**src/rtl/complex_mult_tb_pkg.sv**
```systemverilog
// Shared definitions for the complex multiplier bench agents: FSM states,
// LFSR constants and res_data field offsets, common to stimulus and checker.
package complex_mult_tb_pkg;

    typedef enum logic [1:0] {
        ST_IDLE,
        ST_SEND,
        ST_DRAIN,
        ST_DONE
    } stim_state_e;

    // Fibonacci LFSR x^32 + x^22 + x^2 + x + 1, feedback taps at bits 31, 21, 1, 0
    localparam logic [31:0] LFSR_SEED = 32'hACE1_1234;
    localparam logic [31:0] LFSR_TAPS = 32'h8020_0003;

    function automatic logic [31:0] lfsr_update(input logic [31:0] s, input logic reload);
        if (reload) begin
            return LFSR_SEED;
        end
        return {s[30:0], ^(s & LFSR_TAPS)};
    endfunction

    // res_data layout: {tag[3:0], re[2DW-1:0], im[2DW-1:0]}
    function automatic int res_im_lsb(input int dw);
        return 0 * dw;
    endfunction

    function automatic int res_re_lsb(input int dw);
        return 2 * dw;
    endfunction

    function automatic int res_tag_lsb(input int dw);
        return 4 * dw;
    endfunction

endpackage

```
**src/rtl/complex_mult_stimulus_if.sv**
```systemverilog
// Operand and result valid/ready buses between the stimulus agent (master)
// and the complex multiplier under test (slave).
interface complex_mult_stimulus_if #(
    parameter int DATA_WIDTH = 8
);
    logic                      op_val;
    logic                      op_ready;
    logic [4*DATA_WIDTH-1:0]   op_data;
    logic                      res_val;
    logic                      res_ready;
    logic [4*DATA_WIDTH+3:0]   res_data;

    modport master (
        output op_val, op_data, res_ready,
        input  op_ready, res_val, res_data
    );

    modport slave (
        input  op_val, op_data, res_ready,
        output op_ready, res_val, res_data
    );
endinterface

```
**src/rtl/cmul_stim_pattern_gen.sv**
```systemverilog
// Operand pattern source: counting pattern by default, 32-bit LFSR when
// CMUL_STIM_LFSR_EN is defined (that mode requires DATA_WIDTH <= 8).
module cmul_stim_pattern_gen
    import complex_mult_tb_pkg::*;
#(
    parameter int DATA_WIDTH = 8
) (
    input  logic                    clk,
    input  logic                    rstn,
    input  logic                    clear,
    input  logic                    load,
    input  logic                    advance,
    output logic [4*DATA_WIDTH-1:0] op_data
);

`ifdef CMUL_STIM_LFSR_EN
    logic [31:0] lfsr;

    always_ff @(posedge clk or negedge rstn) begin
        if (!rstn) begin
            lfsr <= '0;
        end else if (clear) begin
            lfsr <= '0;
        end else if (load || advance) begin
            lfsr <= lfsr_update(lfsr, load);
        end
    end

    assign op_data = lfsr[4*DATA_WIDTH-1:0];
`else
    logic [DATA_WIDTH-1:0]   idx;
    logic [4*DATA_WIDTH-1:0] data_q;

    function automatic logic [4*DATA_WIDTH-1:0] count_pattern(input logic [DATA_WIDTH-1:0] k);
        return {k, k + DATA_WIDTH'(1), k + DATA_WIDTH'(2), k + DATA_WIDTH'(3)};
    endfunction

    // data_q holds pattern(idx-1); idx is always the next index to present
    always_ff @(posedge clk or negedge rstn) begin
        if (!rstn) begin
            idx    <= '0;
            data_q <= '0;
        end else if (clear) begin
            idx    <= '0;
            data_q <= '0;
        end else if (load) begin
            idx    <= DATA_WIDTH'(1);
            data_q <= count_pattern('0);
        end else if (advance) begin
            idx    <= idx + DATA_WIDTH'(1);
            data_q <= count_pattern(idx);
        end
    end

    assign op_data = data_q;
`endif

endmodule

```
**src/rtl/complex_mult_stimulus.sv**
```systemverilog
// Operand-side bench agent for the complex multiplier: issues NUM_TRANS operands,
// collects results, watches for timeouts. Option macro: CMUL_STIM_LFSR_EN.
module complex_mult_stimulus
    import complex_mult_tb_pkg::*;
#(
    parameter int DATA_WIDTH      = 8,
    parameter int NUM_TRANS       = 16,
    parameter int MAX_OUTSTANDING = 4,
    parameter int TIMEOUT         = 256,
    parameter int RES_STALL       = 0
) (
    input  logic                    clk,
    input  logic                    rstn,
    input  logic                    sw_rst,
    input  logic                    start,
    complex_mult_stimulus_if.master bus,
    output logic                    busy,
    output logic                    done,
    output logic                    err_timeout,
    output logic                    err_unexpected,
    output logic [15:0]             sent_cnt,
    output logic [15:0]             recv_cnt,
    output logic [4*DATA_WIDTH-1:0] res_sig
);

    localparam int              IM_LSB    = res_im_lsb(DATA_WIDTH);
    localparam int              TAG_LSB   = res_tag_lsb(DATA_WIDTH);
    localparam logic [15:0]     NUM_C     = 16'(NUM_TRANS);
    localparam logic [3:0]      MAX_OUT_C = 4'(MAX_OUTSTANDING);
    localparam int              WD_W      = $clog2(TIMEOUT + 1);
    localparam logic [WD_W-1:0] WD_LAST   = WD_W'(TIMEOUT - 1);

    stim_state_e             state, state_next;
    logic                    op_val_q, op_val_next;
    logic [15:0]             sent_next, recv_next;
    logic [3:0]              outst, outst_next;
    logic [4*DATA_WIDTH-1:0] sig_next;
    logic                    err_to_next, err_un_next;
    logic [1:0]              stall_q, stall_next;
    logic [WD_W-1:0]         wdog, wdog_next;
    logic                    active, op_hs, res_hs, counted_res, wdog_hit;
    logic                    pat_load, pat_advance;
    logic [4*DATA_WIDTH-1:0] pat_data, res_payload;
    logic                    unused_tag;

    assign active      = (state == ST_SEND) || (state == ST_DRAIN);
    assign op_hs       = op_val_q && bus.op_ready;
    assign res_hs      = bus.res_val && bus.res_ready;
    assign counted_res = res_hs && (outst != 4'd0);
    assign wdog_hit    = active && !res_hs && (outst != 4'd0) && (wdog == WD_LAST);
    assign res_payload = bus.res_data[IM_LSB +: 4*DATA_WIDTH];
    assign unused_tag  = ^bus.res_data[TAG_LSB +: 4];

    assign bus.op_val    = op_val_q;
    assign bus.op_data   = pat_data;
    assign bus.res_ready = active && !((RES_STALL != 0) && (stall_q == 2'd3));
    assign busy          = active;
    assign done          = (state == ST_DONE);

    // Next-state and next-counter logic; sw_rst overrides everything, including start
    always_comb begin
        state_next  = state;
        op_val_next = 1'b0;
        sent_next   = sent_cnt;
        recv_next   = recv_cnt;
        outst_next  = outst;
        sig_next    = res_sig;
        err_to_next = err_timeout;
        err_un_next = err_unexpected;
        stall_next  = stall_q + 2'd1;
        wdog_next   = wdog;
        pat_load    = 1'b0;
        pat_advance = 1'b0;

        if (sw_rst) begin
            state_next  = ST_IDLE;
            sent_next   = '0;
            recv_next   = '0;
            outst_next  = '0;
            sig_next    = '0;
            err_to_next = 1'b0;
            err_un_next = 1'b0;
            stall_next  = '0;
            wdog_next   = '0;
        end else begin
            case (state)
                ST_IDLE, ST_DONE: begin
                    if (start) begin
                        state_next  = ST_SEND;
                        op_val_next = 1'b1;
                        sent_next   = '0;
                        recv_next   = '0;
                        outst_next  = '0;
                        sig_next    = '0;
                        err_to_next = 1'b0;
                        err_un_next = 1'b0;
                        stall_next  = '0;
                        wdog_next   = '0;
                        pat_load    = 1'b1;
                    end
                end
                ST_SEND, ST_DRAIN: begin
                    if (op_hs) begin
                        sent_next   = sent_cnt + 16'd1;
                        pat_advance = 1'b1;
                    end
                    if (counted_res) begin
                        recv_next = recv_cnt + 16'd1;
                        sig_next  = res_sig ^ res_payload;
                    end
                    if (res_hs && (outst == 4'd0)) begin
                        err_un_next = 1'b1;
                    end
                    outst_next = outst + {3'd0, op_hs} - {3'd0, counted_res};
                    wdog_next  = (res_hs || (outst == 4'd0)) ? '0 : wdog + WD_W'(1);

                    if (wdog_hit) begin
                        err_to_next = 1'b1;
                        state_next  = ST_DONE;
                    end else if ((state == ST_SEND) && op_hs && (sent_next == NUM_C)) begin
                        state_next = ST_DRAIN;
                    end else if ((state == ST_DRAIN) && (recv_next == NUM_C)) begin
                        state_next = ST_DONE;
                    end

                    if (!wdog_hit && (state_next == ST_SEND)) begin
                        op_val_next = (op_val_q && !bus.op_ready) ||
                                      ((sent_next < NUM_C) && (outst_next < MAX_OUT_C));
                    end
                end
                default: state_next = ST_IDLE;
            endcase
        end
    end

    always_ff @(posedge clk or negedge rstn) begin
        if (!rstn) begin
            state          <= ST_IDLE;
            op_val_q       <= 1'b0;
            sent_cnt       <= '0;
            recv_cnt       <= '0;
            outst          <= '0;
            res_sig        <= '0;
            err_timeout    <= 1'b0;
            err_unexpected <= 1'b0;
            stall_q        <= '0;
            wdog           <= '0;
        end else begin
            state          <= state_next;
            op_val_q       <= op_val_next;
            sent_cnt       <= sent_next;
            recv_cnt       <= recv_next;
            outst          <= outst_next;
            res_sig        <= sig_next;
            err_timeout    <= err_to_next;
            err_unexpected <= err_un_next;
            stall_q        <= stall_next;
            wdog           <= wdog_next;
        end
    end

    cmul_stim_pattern_gen #(
        .DATA_WIDTH (DATA_WIDTH)
    ) u_pattern_gen (
        .clk     (clk),
        .rstn    (rstn),
        .clear   (sw_rst),
        .load    (pat_load),
        .advance (pat_advance),
        .op_data (pat_data)
    );

endmodule

```
**src/flat_wrapper.sv**
```systemverilog
// flat-port wrapper written by rule: the top's interface ports become plain ports
module complex_mult_stimulus_flat import complex_mult_tb_pkg::*;
#(
    parameter int DATA_WIDTH      = 8,
    parameter int NUM_TRANS       = 16,
    parameter int MAX_OUTSTANDING = 4,
    parameter int TIMEOUT         = 256,
    parameter int RES_STALL       = 0
)
  (clk, rstn, sw_rst, start, busy, done, err_timeout, err_unexpected, sent_cnt, recv_cnt, res_sig, bus_op_val, bus_op_data, bus_res_ready, bus_op_ready, bus_res_val, bus_res_data);
  complex_mult_stimulus_if #(.DATA_WIDTH(DATA_WIDTH)) bus_i ();
  input  logic clk;
  input  logic rstn;
  input  logic sw_rst;
  input  logic start;
  output logic busy;
  output logic done;
  output logic err_timeout;
  output logic err_unexpected;
  output logic [15:0] sent_cnt;
  output logic [15:0] recv_cnt;
  output logic [4*DATA_WIDTH-1:0] res_sig;
  output wire logic [$bits(bus_i.op_val)-1:0] bus_op_val;
  output wire logic [$bits(bus_i.op_data)-1:0] bus_op_data;
  output wire logic [$bits(bus_i.res_ready)-1:0] bus_res_ready;
  input wire logic [$bits(bus_i.op_ready)-1:0] bus_op_ready;
  input wire logic [$bits(bus_i.res_val)-1:0] bus_res_val;
  input wire logic [$bits(bus_i.res_data)-1:0] bus_res_data;
  assign bus_op_val = bus_i.op_val;
  assign bus_op_data = bus_i.op_data;
  assign bus_res_ready = bus_i.res_ready;
  assign bus_i.op_ready = bus_op_ready;
  assign bus_i.res_val = bus_res_val;
  assign bus_i.res_data = bus_res_data;
  complex_mult_stimulus #(.DATA_WIDTH(DATA_WIDTH), .NUM_TRANS(NUM_TRANS), .MAX_OUTSTANDING(MAX_OUTSTANDING), .TIMEOUT(TIMEOUT), .RES_STALL(RES_STALL)) u_core (.clk(clk), .rstn(rstn), .sw_rst(sw_rst), .start(start), .bus(bus_i), .busy(busy), .done(done), .err_timeout(err_timeout), .err_unexpected(err_unexpected), .sent_cnt(sent_cnt), .recv_cnt(recv_cnt), .res_sig(res_sig));
endmodule
```
**config.mk**
```make
export PLATFORM = sky130hd
export DESIGN_NAME = complex_mult_stimulus_flat
export DESIGN_NICKNAME = d
export VERILOG_FILES = /design/src/rtl/complex_mult_tb_pkg.sv /design/src/rtl/complex_mult_stimulus_if.sv /design/src/rtl/cmul_stim_pattern_gen.sv /design/src/rtl/complex_mult_stimulus.sv /design/src/flat_wrapper.sv
export SDC_FILE = /design/constraint.sdc
export NUM_CORES = 1
export LEC_CHECK = 0
export ABC_CLOCK_PERIOD_IN_PS = 3850
export CAP_MARGIN = 30
export CORE_MARGIN = 8
export CORE_UTILIZATION = 52
export CTS_BUF_LIST = sky130_fd_sc_hd__clkbuf_8
export DETAILED_ROUTE_END_ITERATION = 8
export GPL_TIMING_DRIVEN = 0
export PLACE_DENSITY_LB_ADDON = 0.1
export SYNTH_ARGS = -nofsm -noshare
export SYNTH_HDL_FRONTEND = slang
export SYNTH_SLANG_ARGS = --single-unit
```
**constraint.sdc**
```tcl
create_clock -name clk -period 3.85 [get_ports clk]
set_input_delay 0.77 -clock clk [delete_from_list [all_inputs] [get_ports clk]]
set_output_delay 0.77 -clock clk [all_outputs]
set_load 0.01 [all_outputs]
```
Yosys cells after proc, flatten, opt, wreduce, memory -nomap -nowiden

Cells that the tools add are included.

Register bits: 122
Input port bits: 42
Output and inout bits: 102
Word-level logic and storage cells: 113

Add/sub/neg operators: 8
$lt $le $gt $ge: 2
Eq/ne operators: 11
Multiplexer cells: 52
Bitwise logic cells: 1
Reduce and logical (&&, ||, !) cells: 28

Operators with widths:

| kind                  | count |
|---|---|
| $mux 32               | 6 |
| $mux 16               | 9 |
| $pmux 16 s2           | 2 |
| $pmux 32 s2           | 1 |
| $add 16x1->16 const B | 2 |
| $eq 16x5->1 const B   | 2 |
| $xor 32x32->32        | 1 |
| $mux 9                | 3 |
| $mux 8                | 3 |
| $pmux 9 s2            | 1 |
| $add 8x2->8 const B   | 2 |
| $lt 16x5->1 const B   | 1 |
| $mux 2                | 7 |
| $logic_and 1x1->1     | 13 |
| $mux 1                | 13 |
| $add 9x1->9 const B   | 1 |
| $eq 9x8->1 const B    | 1 |
| $ne 3x2->1 const B    | 3 |
| $add 8x1->8 const B   | 1 |
| $mux 4                | 2 |
| $pmux 4 s2            | 1 |
| $pmux 1 s2            | 3 |
| $reduce_and 2->1      | 3 |
| $add 4x1->4           | 1 |
| 13 further kinds      | 20 |

Depth between registers and ports, before layout

Gate-level depths: netlist of run 1.

Depth in word-level cells: 19
Gate-level depth with buffers: 13
Depth with buffers taken out: 13

Hierarchy

Synthesis of run 1 repeated with hierarchy kept, for this count alone.

Cells, all modules: 675
Area total of the unflattened synthesis: 6109.6 sq um

By module, submodules not included:

| module                | instances | cells each | area an instance (sq um) | seq. area each (sq um) |
|---|---|---|---|---|
| complex_mult_stimulus | 1         | 530        | 4660.7                   | 2052.0 |
| cmul_stim_pattern_gen | 1         | 145        | 1448.9                   | 750.7 |

Least setup slack after synthesis of run 1

No wires, ideal clock.

Path kind: register to register
Start: register u_core.state[0]
End: register u_core.state[1]
Setup time: 121 ps
Arrival: 2653 ps
Data required time: 3729 ps
Path slack: 1076 ps
Stages on the path, launching flop included: 11
Path buffers: 1
Clock period less this slack: 2774 ps
Cell sequence: dfrtp_1 -> inv_1 -> ha_1 -> nand2b_4 -> or3_1 -> clkbuf_2 -> or4_1 -> o211ai_2 -> nor4_1 -> or3_1 -> a22o_1

Cells in the longest elaborated chain, start to end: 16
Elaborated cells between the ends (all ways): 28
Classes of those cells: eq/ne: 5; mux: 10; reduce/logical: 13

RTL lines:

| what                                     | RTL line                     | RTL |
|---|---|---|
| start: declaration                       | complex_mult_stimulus.sv:33  | `stim_state_e state, state_next;` |
| start signal: assignment                 | complex_mult_stimulus.sv:149 | `state <= state_next;` |
| $eq 2x1->1 or $eq 2x2->1 (tied branches) | --                           |  |
| $logic_or 1x1->1                         | complex_mult_stimulus.sv:46  | `assign active = (state == ST_SEND) \|\| (state == ST_DRAIN);` |
| $logic_and 1x1->1                        | complex_mult_stimulus.sv:48  | `assign res_hs = bus.res_val && bus.res_ready;` |
| $logic_and 1x1->1                        | complex_mult_stimulus.sv:49  | `assign counted_res = res_hs && (outst != 4'd0);` |
| $mux 16                                  | complex_mult_stimulus.sv:107 | `if (counted_res) begin` |
| $mux 16                                  | complex_mult_stimulus.sv:86  | `case (state)` |
| $mux 16                                  | complex_mult_stimulus.sv:75  | `if (sw_rst) begin` |
| $eq 16x5->1                              | complex_mult_stimulus.sv:122 | `end else if ((state == ST_DRAIN) && (recv_next == NUM_C)) begin` |
| $logic_and 1x1->1                        | complex_mult_stimulus.sv:122 |  |
| $mux 2                                   | complex_mult_stimulus.sv:122 |  |
| $mux 2                                   | complex_mult_stimulus.sv:120 | `end else if ((state == ST_SEND) && op_hs && (sent_next == NUM_C)) begin` |
| $mux 2                                   | complex_mult_stimulus.sv:117 | `if (wdog_hit) begin` |
| $mux 2                                   | complex_mult_stimulus.sv:86  |  |
| $mux 2                                   | complex_mult_stimulus.sv:75  |  |
| $pmux 2 s2                               | complex_mult_stimulus.sv:86  |  |
| $mux 2                                   | complex_mult_stimulus.sv:75  |  |

Parallel ways exist; a longest one is shown, timed or not. The select of a mux whose other input is x is not followed.
A chain may end at the register's enable or synchronous reset.

Worst setup path in the final report of run 1

Start: register u_core.state[0]
End: output busy

Cells in the longest elaborated chain, start to end: 2
Elaborated cells between the ends (all ways): 3
Classes of those cells: eq/ne: 2; reduce/logical: 1

RTL lines:

| what                                     | RTL line                    | RTL |
|---|---|---|
| $eq 2x1->1 or $eq 2x2->1 (tied branches) | complex_mult_stimulus.sv:46 |  |
| $logic_or 1x1->1 (*)                     | complex_mult_stimulus.sv:46 |  |
| end: declaration                         | flat_wrapper.sv:16          | `output logic busy;` |

Every way passes the cells marked *; elsewhere a longest branch is shown, timed or not.

==> metrics.log, run 1 <==
[metrics] result of the run: complete, no violations
[metrics] Power per Cell Area: 271.2 nW/um2
[metrics] most used cell, CP: sky130_fd_sc_hd__inv_1
[metrics] origin of the critical flop-to-flop path: u_core.state[0]$_DFFE_PN0P_
[metrics] Critical Path Fanout Max: 10
[metrics] Die Y: 123.2 um
[metrics] net count after synthesis: 732
[metrics] area of the core: 11,320 um2
[metrics] buffer type at the clock tree root: sky130_fd_sc_hd__clkbuf_8
[metrics] hold bufs inserted after CTS: 0
[metrics] count of nets left with antenna violations after detail routing: 0
[metrics] final-report hold violation count: 0
[metrics] residual overflow from global routing: 0
[metrics] pin count of the biggest net entering global routing: 58
[metrics] share of the synthesized netlist area taken by xor and xnor gates: 8.651%
[metrics] share of synthesized area occupied by flip-flops and latches: 46.92%
[metrics] cell at the slowest stage of the critical path: sky130_fd_sc_hd__clkdlybuf4s50_1
[metrics] Crit. End Element: primary output
[metrics] reported leakage power: 3.134 nW
[metrics] proportion of netlist area held by the largest area contributor: 46.92%
[metrics] Data arrival, critical path: 2460 ps
[metrics] vias in the first global route: 5,563
[metrics] io pins: 144
[metrics] Synth area leaders: sky130_fd_sc_hd__dfrtp_1 47%, sky130_fd_sc_hd__o21ai_0 6.1%, sky130_fd_sc_hd__nand2_1 6.1%
[metrics] WL final: 16,900 um
[metrics] class of the most critical hold timing path: input port to asynchronous set/reset pin
[metrics] Die Width: 123.2 um
[metrics] maximum ir drop on the vdd rail: 0.2208 mV
[metrics] post-synth top area cell: sky130_fd_sc_hd__dfrtp_1
[metrics] most common flop cell mapped by yosys: sky130_fd_sc_hd__dfrtp_1
[metrics] number of antenna diodes: 0
[metrics] Int Power: 1.532 mW
[metrics] number of library cell types mapped by synthesis: 54
[metrics] Commonest cells post-synth: 112 x sky130_fd_sc_hd__dfrtp_1, 97 x sky130_fd_sc_hd__nand2_1, 73 x sky130_fd_sc_hd__o21ai_0, 70 x sky130_fd_sc_hd__nor2_1, 39 x sky130_fd_sc_hd__xor2_1
[metrics] number of sinks handled by clock tree synthesis: 112
[metrics] fillers: 936
[metrics] post-CTS clock slew at the launch and capture registers of the worst setup and hold paths: 100 ps
[metrics] final cell count without fillers: 973
[metrics] worst setup path startpoint: u_core.state[0]$_DFFE_PN0P_
[metrics] count of flip-flops with a built-in enable after synthesis: 0
[metrics] first-pass GRT wire length: 27,680 um
[metrics] Syn Inst Count: 674
[metrics] post-route DRC violation count: 0
[metrics] dominant delay contributor by cell family on the critical path: buffers and inverters
[metrics] number of setup buffers added after CTS: 0
[metrics] maximum single-stage delay on the critical path: 480 ps
[metrics] number of antenna violations at the first check in global routing: 0
[metrics] register share of total power: 57.0%
[metrics] fraction of final layout cells with drive strength greater than 1: 3.614%
[metrics] slew at the pin closest to its max-slew limit: 952.2 ps
[metrics] Num CTS Buffers: 9
[metrics] CP startpoint kind: register
[metrics] final worst path period need: 3234 ps
[metrics] initial core utilization: 52.76%
[metrics] Switching Power: 0.5690 mW
[metrics] skew final: 9.054 ps
[metrics] synthesized-area fraction occupied by and/or/nand/nor cells: 20.74%
[metrics] sum of negative setup slack: 0 ps
[metrics] part of the power in combinational logic: 11.2%
[metrics] buffering stage count on the worst path with inverters included: 5
[metrics] Worst-Skew Late Latency: 380 ps
[metrics] gp weighted congestion: 0.8532
[metrics] top-count cell post-synth: sky130_fd_sc_hd__dfrtp_1
[metrics] mapped cell area: 5973 um2
[metrics] detailed-route via count: 5,532
[metrics] CTS tree: built
[metrics] Cell Area, Placed: 7572 um2
[metrics] ordered cell list for the critical path: inv_1 -> ha_1 -> clkbuf_1 -> inv_1 -> buf_4 -> clkdlybuf4s50_1
[metrics] critical path start-end classification: register to primary output
[metrics] Seq cells post-synth: 112
[metrics] cell count after placement: 957
[metrics] clock network fraction of total power: 31.8%
[metrics] multiplexer share of the synthesized area: 0.1676%
[metrics] Synth Area in Compound Gates: 15.71%
[metrics] Worst Path Required: 3080 ps
[metrics] area overhead of the layout relative to synthesis: 29.68%
[metrics] global-route usage over all layers: 22.65%
[metrics] final setup fails: 0
[metrics] Achievable Freq: 309.2 MHz
[metrics] layout net count: 883
[metrics] Sw Share: 27.09%
[metrics] average instance area after synthesis: 8.862 um2
[metrics] final instance area: 7746 um2
[metrics] Slew HR: 36.03%
[metrics] number of rows in the core area: 39
[metrics] post-route core utilization: 68.42%
[metrics] largest family of logic cells by synthesized area: simple AND/OR/NAND/NOR gates
[metrics] max-cap violations: 0
[metrics] average routed wire per standard cell: 17.37 um
[metrics] CTS HTree Levels: 3
[metrics] number of detailed-routing iterations run before antenna repair: 5
[metrics] number of I/O port buffers: 139
[metrics] Post-DP HPWL: 12,170 um
[metrics] share of async-settable or async-resettable flops after synthesis: 100.0%
[metrics] max-slew violation count: 0
[metrics] vias per inst: 5.686
[metrics] setup repair after global routing missed its margin: false
[metrics] 1st-iter DRT viols: 393
[metrics] Resize count post-CTS: 0
[metrics] die area: 15,170 um2
[metrics] Design Power: 2.101 mW
[metrics] maximum clock path buffer count: 2
[metrics] count of warnings emitted by yosys: 0
[metrics] arithmetic-cell share of the synthesized area counting full adders, half adders and majority gates: 3.477%
[metrics] final worst-path cycle share: 83.99%
## stage by stage
step / hold WS [ps] / setup slack (ps)
after global routing: 373.4 / 461.8
final: 336.5 / 616.2
after global placement: 469.2 / -2363
after CTS: 348.4 / 654.2
after detailed placement: 473.8 / 362.4
after floorplan: 469.9 / 1076
## flip-flops by register name, indices dropped and copies added, names as in the netlist
signal,cells
u_core.bus.op_val,1
u_core.sent_cnt,16
u_core.u_pattern_gen.idx,7
u_core.err_unexpected,1
u_core.state,2
u_core.recv_cnt,16
u_core.u_pattern_gen.op_data,23
u_core.wdog,9
u_core.outst,4
u_core.res_sig,32
u_core.err_timeout,1
## layer usage
layer  global-route usage [%]  vias to the layer above  part of all wire, %
li1                         -                     2647                    -
met1                    28.33                     2675                   43
met2                    36.26                      188                   47
met3                    6.484                       22                  8.3
met4                    9.255                        0                  1.8
met5                        0                        -                    0
## cell usage in the layout, fill, tap and decap left out, types with 3 or more instances in the layout
cell type / n
sky130_fd_sc_hd__and4_1: 5
sky130_fd_sc_hd__clkdlybuf4s50_1: 138
sky130_fd_sc_hd__or3_1: 8
sky130_fd_sc_hd__and3_1: 7
sky130_fd_sc_hd__inv_1: 17
sky130_fd_sc_hd__nand2_1: 97
sky130_fd_sc_hd__nand4_1: 12
sky130_fd_sc_hd__clkbuf_8: 10
sky130_fd_sc_hd__o41ai_1: 5
sky130_fd_sc_hd__nand2b_1: 4
sky130_fd_sc_hd__nand3_1: 31
sky130_fd_sc_hd__nor2_1: 70
sky130_fd_sc_hd__nor4_1: 7
sky130_fd_sc_hd__buf_1: 6
sky130_fd_sc_hd__clkbuf_1: 38
sky130_fd_sc_hd__o22ai_1: 10
sky130_fd_sc_hd__o21ai_0: 73
sky130_fd_sc_hd__or2_2: 3
sky130_fd_sc_hd__nor3_1: 10
sky130_fd_sc_hd__a31oi_1: 9
sky130_fd_sc_hd__a21oi_1: 21
sky130_fd_sc_hd__ha_1: 15
sky130_fd_sc_hd__xnor2_1: 20
sky130_fd_sc_hd__dfrtp_1: 112
sky130_fd_sc_hd__buf_4: 3
sky130_fd_sc_hd__xor2_1: 39
sky130_fd_sc_hd__o31ai_1: 9
sky130_fd_sc_hd__a22o_1: 11
## power groups by stage
| stage | sequential [mW] | clock (mW) | combinational, mW |
|---|---|---|---|
| CTS | 1.20 | 0.678 | 0.236 |
| finish | 1.20 | 0.667 | 0.236 |
| floorplan | 1.22 | 0 | 0.0991 |
| global placement | 1.22 | 0 | 0.228 |
| global route | 1.20 | 0.715 | 0.260 |
| detailed placement | 1.22 | 0 | 0.235 |
## kinds of logic after synthesis
group	Yosys count
AO/OA/AOI/OAI	154
XOR/XNOR	59
adder cells (fa/ha/maj)	16
buffers and inverters	65
flip-flops	112
multiplexers	1
AND/OR/NAND/NOR	267
## path summary, 6_finish.rpt
check,endpoint,slack (ps),cells past startpoint
setup / recovery,busy,620,6
hold / removal,u_core.sent_cnt[6]$_DFFE_PN0P_,340,1
setup reg to reg,u_core.state[0]$_DFFE_PN0P_,690,9
hold reg to reg,u_core.u_pattern_gen.op_data[7]$_DFFE_PN0P_,490,2
max in group asynchronous,u_core.res_sig[9]$_DFFE_PN0P_,2850,2
min in group clk,u_core.u_pattern_gen.op_data[7]$_DFFE_PN0P_,490,2
## area by class of cell
class | count | area [um2] | share of cell area, %
Buffer | 50 | 202.7 | 2.617
Clock inverter | 6 | 36.28 | 0.4684
Sequential cell | 112 | 2803 | 36.18
Clock buffer | 10 | 137.6 | 1.777
Inverter | 15 | 56.30 | 0.7269
Tap cell | 143 | 178.9 | 2.310
Timing Repair Buffer | 140 | 1420 | 18.33
Multi-Input combinational cell | 497 | 2912 | 37.59
Power figures use the tool's default switching activity.
==> run 2, diff against run 1 <==
ABC_CLOCK_PERIOD_IN_PS = 2900   (was 3850)
CORE_UTILIZATION = 47   (was 52)
clock period = 2.9 ns   (was 3.85 ns; I/O delays follow)
==> metrics.log, run 2 (synthesis results as in run 1) <==
[metrics] 1st-iter DRT viols: 473
[metrics] depth of the worst register-to-register path: 10
[metrics] Critical Path Fanout Max: 7
[metrics] Die Width: 128.7 um
[metrics] max-cap violations: 0
[metrics] Slew HR: 50.68%
[metrics] fillers: 1,152
[metrics] GRT met3 Usage: 5.585%
[metrics] area overhead of the layout relative to synthesis: 33.16%
[metrics] number of flip-flops in the largest register: 32
[metrics] maximum clock path buffer count: 2
[metrics] Worst-Skew Late Latency: 380 ps
[metrics] number of I/O port buffers: 139
[metrics] critical path start-end classification: register to register
[metrics] number of antenna diodes: 0
[metrics] class of the most critical hold timing path: input port to asynchronous set/reset pin
[metrics] average routed wire per standard cell: 17.14 um
[metrics] detailed-route via count: 5,594
[metrics] Post-DP HPWL: 12,420 um
[metrics] Crit. End Element: register
[metrics] grt peak-use layer: met2
[metrics] number of rows in the core area: 41
[metrics] post-CTS clock slew at the launch and capture registers of the worst setup and hold paths: 100 ps
[metrics] origin of the critical flop-to-flop path: u_core.outst[2]$_DFFE_PN0P_
[metrics] max-slew violation count: 0
[metrics] skew final: 7.970 ps
[metrics] final worst path period need: 2797 ps
[metrics] worst setup path startpoint: u_core.outst[2]$_DFFE_PN0P_
[metrics] commonest non-fill, non-tap cells in the layout: 138 x sky130_fd_sc_hd__clkdlybuf4s50_1, 112 x sky130_fd_sc_hd__dfrtp_1, 97 x sky130_fd_sc_hd__nand2_1
[metrics] layout net count: 888
[metrics] Num CTS Buffers: 9
[metrics] final worst-path cycle share: 96.43%
[metrics] setup repair after global routing missed its margin: true
[metrics] Data arrival, critical path: 3080 ps
[metrics] initial core utilization: 47.72%
[metrics] ordered cell list for the critical path: inv_1 -> ha_2 -> nor3b_4 -> buf_4 -> or3_4 -> or4_1 -> o211ai_2 -> nor4_4 -> or3_1 -> a22o_1
[metrics] Cell Area, Placed: 7609 um2
[metrics] final setup fails: 0
[metrics] Worst R2R Setup Slack: 100 ps
[metrics] Power per Cell Area: 362.5 nW/um2
[metrics] count of nets left with antenna violations after detail routing: 0
[metrics] gp weighted congestion: 0.8686
[metrics] grt met1 use: 26.31%
[metrics] cell at the slowest stage of the critical path: sky130_fd_sc_hd__or4_1
[metrics] hold bufs inserted after CTS: 0
[metrics] Worst Path Required: 3180 ps
[metrics] worst hold slack: 101.5 ps
[metrics] slew at the pin closest to its max-slew limit: 737.1 ps
[metrics] io pins: 144
[metrics] number of antenna violations at the first check in global routing: 0
[metrics] crit path to: u_core.state[1]$_DFFE_PN0P_
[metrics] number of sinks handled by clock tree synthesis: 112
[metrics] Critical R2R Capture: u_core.state[1]$_DFFE_PN0P_
[metrics] post-route DRC violation count: 0
[metrics] maximum ir drop on the vdd rail: 0.2756 mV
[metrics] WL final: 17,230 um
[metrics] global-route usage over all layers: 20.82%
[metrics] first-pass GRT wire length: 27,770 um
[metrics] CTS tree: built
[metrics] buffer type at the clock tree root: sky130_fd_sc_hd__clkbuf_8
[metrics] most frequent standard cell in the layout excluding fill and tap cells: sky130_fd_sc_hd__clkdlybuf4s50_1
[metrics] Most flops, register: u_core.res_sig
[metrics] vias in the first global route: 5,489
[metrics] residual overflow from global routing: 0
[metrics] vias per inst: 5.566
[metrics] global routing met2 resource utilization: 32.64%
[metrics] die area: 16,570 um2
[metrics] CTS HTree Levels: 3
[metrics] CP startpoint kind: register
[metrics] Die Y: 128.7 um
[metrics] result of the run: complete, no violations
[metrics] number of detailed-routing iterations run before antenna repair: 5
[metrics] final-report hold violation count: 0
[metrics] reported leakage power: 3.183 nW
[metrics] Achievable Freq: 357.6 MHz
[metrics] fraction of final layout cells with drive strength greater than 1: 6.363%
[metrics] maximum single-stage delay on the critical path: 550 ps
[metrics] final instance area: 7954 um2
[metrics] Design Power: 2.883 mW
[metrics] pin count of the biggest net entering global routing: 70
[metrics] area of the core: 12,520 um2
-- run 2: critical path, delay by kind of cell (launching register included) --
kind | cells | cell delay, ps
DFF | 1 | 330
AOI/OAI and AO/OA | 2 | 330
and+or+nand+nor | 5 | 1640
buffers and inverters | 2 | 220
adders and majority gates | 1 | 190
-- run 2: layout make-up --
type,count,area [um2],share of cell area [%]
Timing Repair Buffer,146,1465,18.42
Sequential cell,112,2803,35.24
Multi-Input combinational cell,497,3022,37.99
Clock inverter,3,42.54,0.5348
Tap cell,172,215.2,2.706
Clock buffer,11,151.4,1.903
Inverter,15,56.30,0.7079
Buffer,49,198.9,2.501
-- run 2: worst min path at each step --
stage | depth (start not counted) | startpoint | slack, ps | to
6_report | 1 | rstn | 100 | u_core.sent_cnt[13]$_DFFE_PN0P_
5_1_grt | 1 | rstn | 130 | u_core.u_pattern_gen.op_data[15]$_DFFE_PN0P_
4_1_cts | 1 | rstn | 110 | u_core.sent_cnt[13]$_DFFE_PN0P_
3_5_place_dp | 2 | u_core.u_pattern_gen.op_data[7]$_DFFE_PN0P_ | 470 | u_core.u_pattern_gen.op_data[7]$_DFFE_PN0P_
3_3_place_gp | 2 | u_core.u_pattern_gen.op_data[7]$_DFFE_PN0P_ | 470 | u_core.u_pattern_gen.op_data[7]$_DFFE_PN0P_
2_1_floorplan | 0 | rstn | 280 | u_core.bus.op_val$_DFF_PN0_
-- run 2: per-layer routing --
metal	share of wire, %	routed length [um]	vias to the layer above
met5	0	0	-
met4	2.5	433	0
met3	7.4	1283	34
met2	48	8189	211
met1	42	7319	2705
li1	-	-	2644
-- run 2: stage by stage --
step,instances,TNS (ps),worst slack (ps),util (%)
after global placement,985,-350370,-3129,60.56
after CTS,1000,0,13.83,62.59
final,1005,0,103.5,63.54
after floorplan,674,0,125.5,-
after global routing,1005,-60.23,-51.44,63.54
after detailed placement,986,-1340,-401.6,60.79
-- run 2: what timing repair did --
item / 4_1_cts / 5_1_grt
buffers inserted: 1 / 5
pin swaps: 0 / 7
setup endpoints to repair: 5 / 8
resized for setup: 6 / 15
-- run 2: power by group --
group | internal, mW | total [mW] | leakage (nW) | switching [mW]
sequential | 1.57 | 1.59 | 1.56 | 0.0159
clock | 0.437 | 0.959 | 0.0973 | 0.523
combinational | 0.139 | 0.334 | 1.53 | 0.195
==> run 3, diff against run 2 <==
CORE_UTILIZATION = 53   (was 47)
DONT_BUFFER_PORTS = 1   (was default)
==> metrics.log, run 3 (synthesis results as in run 1) <==
[metrics] final worst path period need: 2800 ps
[metrics] pin count of the biggest net entering global routing: 113
[metrics] final cell count without fillers: 832
[metrics] number of flip-flops in the largest register: 32
[metrics] buffer type at the clock tree root: sky130_fd_sc_hd__clkbuf_8
[metrics] Post-DP HPWL: 11,290 um
[metrics] Worst-Skew Late Latency: 370 ps
[metrics] vias per inst: 5.987
[metrics] 1st-iter DRT viols: 439
[metrics] cell at the slowest stage of the critical path: sky130_fd_sc_hd__or4_1
[metrics] maximum single-stage delay on the critical path: 530 ps
[metrics] Critical R2R Capture: u_core.state[1]$_DFFE_PN0P_
[metrics] gp weighted congestion: 0.8569
[metrics] worst setup path startpoint: u_core.outst[2]$_DFFE_PN0P_
[metrics] Data arrival, critical path: 3080 ps
[metrics] vias in the first global route: 4,907
[metrics] number of rows in the core area: 38
[metrics] combined area of the multi-input logic cells: 2984 um2
[metrics] Critical Path Fanout Max: 7
[metrics] WL final: 15,690 um
[metrics] final worst-path cycle share: 96.55%
[metrics] average routed wire per standard cell: 18.85 um
[metrics] most frequent standard cell in the layout excluding fill and tap cells: sky130_fd_sc_hd__dfrtp_1
[metrics] Most flops, register: u_core.res_sig
[metrics] maximum clock path buffer count: 2
[metrics] post-route core utilization: 58.92%
[metrics] die area: 14,920 um2
[metrics] CTS HTree Levels: 3
[metrics] CTS tree: built
[metrics] number of I/O port buffers: 0
[metrics] commonest non-fill, non-tap cells in the layout: 111 x sky130_fd_sc_hd__dfrtp_1, 97 x sky130_fd_sc_hd__nand2_1, 73 x sky130_fd_sc_hd__o21ai_0
[metrics] slew at the pin closest to its max-slew limit: 764.9 ps
[metrics] CP startpoint kind: register
[metrics] crit path to: u_core.state[1]$_DFFE_PN0P_
[metrics] max-cap violations: 0
[metrics] reported leakage power: 2.659 nW
[metrics] detailed-route via count: 4,981
[metrics] area of the core: 10,940 um2
[metrics] result of the run: finished with violations
[metrics] Num CTS Buffers: 9
[metrics] number of antenna diodes: 0
[metrics] fillers: 988
[metrics] layout net count: 745
[metrics] Crit. End Element: register
[metrics] failing checks: negative hold slack
[metrics] count of nets left with antenna violations after detail routing: 0
[metrics] class of the most critical hold timing path: input port to asynchronous set/reset pin
[metrics] Worst Path Required: 3180 ps
[metrics] max-slew violation count: 0
[metrics] residual overflow from global routing: 0
[metrics] Slew HR: 48.29%
[metrics] number of antenna violations at the first check in global routing: 0
[metrics] maximum ir drop on the vdd rail: 0.2277 mV
[metrics] global-route usage over all layers: 21.52%
[metrics] final-report hold violation count: 112
[metrics] initial core utilization: 54.62%
[metrics] cell count after placement: 814
[metrics] setup slack after layout: 100.2 ps
[metrics] Die Width: 122.2 um
[metrics] origin of the critical flop-to-flop path: u_core.outst[2]$_DFFE_PN0P_
[metrics] ordered cell list for the critical path: inv_1 -> ha_2 -> nor3b_4 -> buf_4 -> or3_4 -> or4_1 -> o211ai_2 -> nor4_4 -> or3_1 -> a22o_1
[metrics] number of sinks handled by clock tree synthesis: 112
[metrics] Achievable Freq: 357.2 MHz
[metrics] skew final: 12.79 ps
[metrics] area overhead of the layout relative to synthesis: 7.876%
[metrics] first-pass GRT wire length: 25,760 um
[metrics] setup slack after placement: -162.7 ps
[metrics] worst hold slack: -115.4 ps
[metrics] io pins: 144
[metrics] critical path start-end classification: register to register
[metrics] depth of the worst register-to-register path: 10
[metrics] Worst R2R Setup Slack: 100 ps
[metrics] number of detailed-routing iterations run before antenna repair: 5
[metrics] post-route DRC violation count: 0
[metrics] Register Area: 2804 um2
[metrics] final setup fails: 0
[metrics] Die Y: 122.2 um
[metrics] setup repair after global routing missed its margin: false
[metrics] post-CTS clock slew at the launch and capture registers of the worst setup and hold paths: 110 ps
[metrics] fraction of final layout cells with drive strength greater than 1: 6.503%
[metrics] Power per Cell Area: 429.1 nW/um2
run 3: cell types whose count changed in the layout (fill, tap and decap cells not counted), sizes merged:
| cell | before | now |
|---|---|---|
| clkdlybuf4s50 | 138 | 0 |
| buf | 18 | 13 |
| clkbuf | 50 | 49 |
| inv | 15 | 17 |
| clkinv | 1 | 2 |
run 3: routing by layer:
layer	share of wire (%)	wire, um	GRT usage [%]	vias to the layer above
li1	-	-	-	2355
met1	42	6619	27.43	2426
met2	48	7479	34.44	180
met3	8.6	1345	6.155	20
met4	1.5	241	7.388	0
met5	0	0	0	-
run 3: area by class of cell:
cell class                 count  area share, %
sequential                   112          43.51
buffer                        49          3.087
tap                          140          2.718
multi-input combinational    497          46.31
clock inverter                 6          1.010
clock buffer                  10          2.136
inverter                      15         0.8738
timing repair buffer           3         0.3495
run 3: how the worst min path moves through the flow:
stage / end / slack, ps / depth (start not counted) / from
after floorplan: u_core.bus.op_val$_DFF_PN0_ / 280 / 0 / rstn
after global placement: u_core.sent_cnt[11]$_DFFE_PN0P_ / 290 / 0 / rstn
after detailed placement: u_core.sent_cnt[11]$_DFFE_PN0P_ / 290 / 0 / rstn
after CTS: u_core.sent_cnt[0]$_DFFE_PN0P_ / -130 / 0 / rstn
after global routing: u_core.sent_cnt[8]$_DFFE_PN0P_ / -140 / 0 / rstn
final: u_core.u_pattern_gen.op_data[31]$_DFFE_PN0P_ / -120 / 0 / rstn
run 3: worst max-delay path: cells and delay by family, from the launching register on:
kind,cells,cell delay (ps)
flops,1,350
simple gates,5,1590
buf+inv,2,230
compound gates,2,310
fa+ha+maj,1,200
run 3: timing repair:
action                     in CTS  in global routing
setup endpoints to repair       3                 12
pin swaps                       1                  2
gates resized for setup         7                 10
setup buffers                   3                  0
hold endpoints to repair      112                112
run 3: where the power goes:
group	total [mW]	internal [mW]	leakage (nW)	switching [mW]
combinational	0.198	0.0602	1.00	0.138
clock	0.968	0.427	0.103	0.541
sequential	1.60	1.57	1.56	0.0240
total	2.76	2.06	2.66	0.703
run 3: stage by stage:
step	power, mW	hold WS, ps	area (um2)	setup TNS (ps)
2_1_floorplan	1.754	284.4	5973	0
3_3_place_gp	1.811	288.1	6148	-114.3
5_1_grt	2.868	-139.9	6444	0
3_5_place_dp	1.815	287.5	6148	-368.5
4_1_cts	2.790	-134.1	6405	0
6_report	2.765	-115.4	6444	0
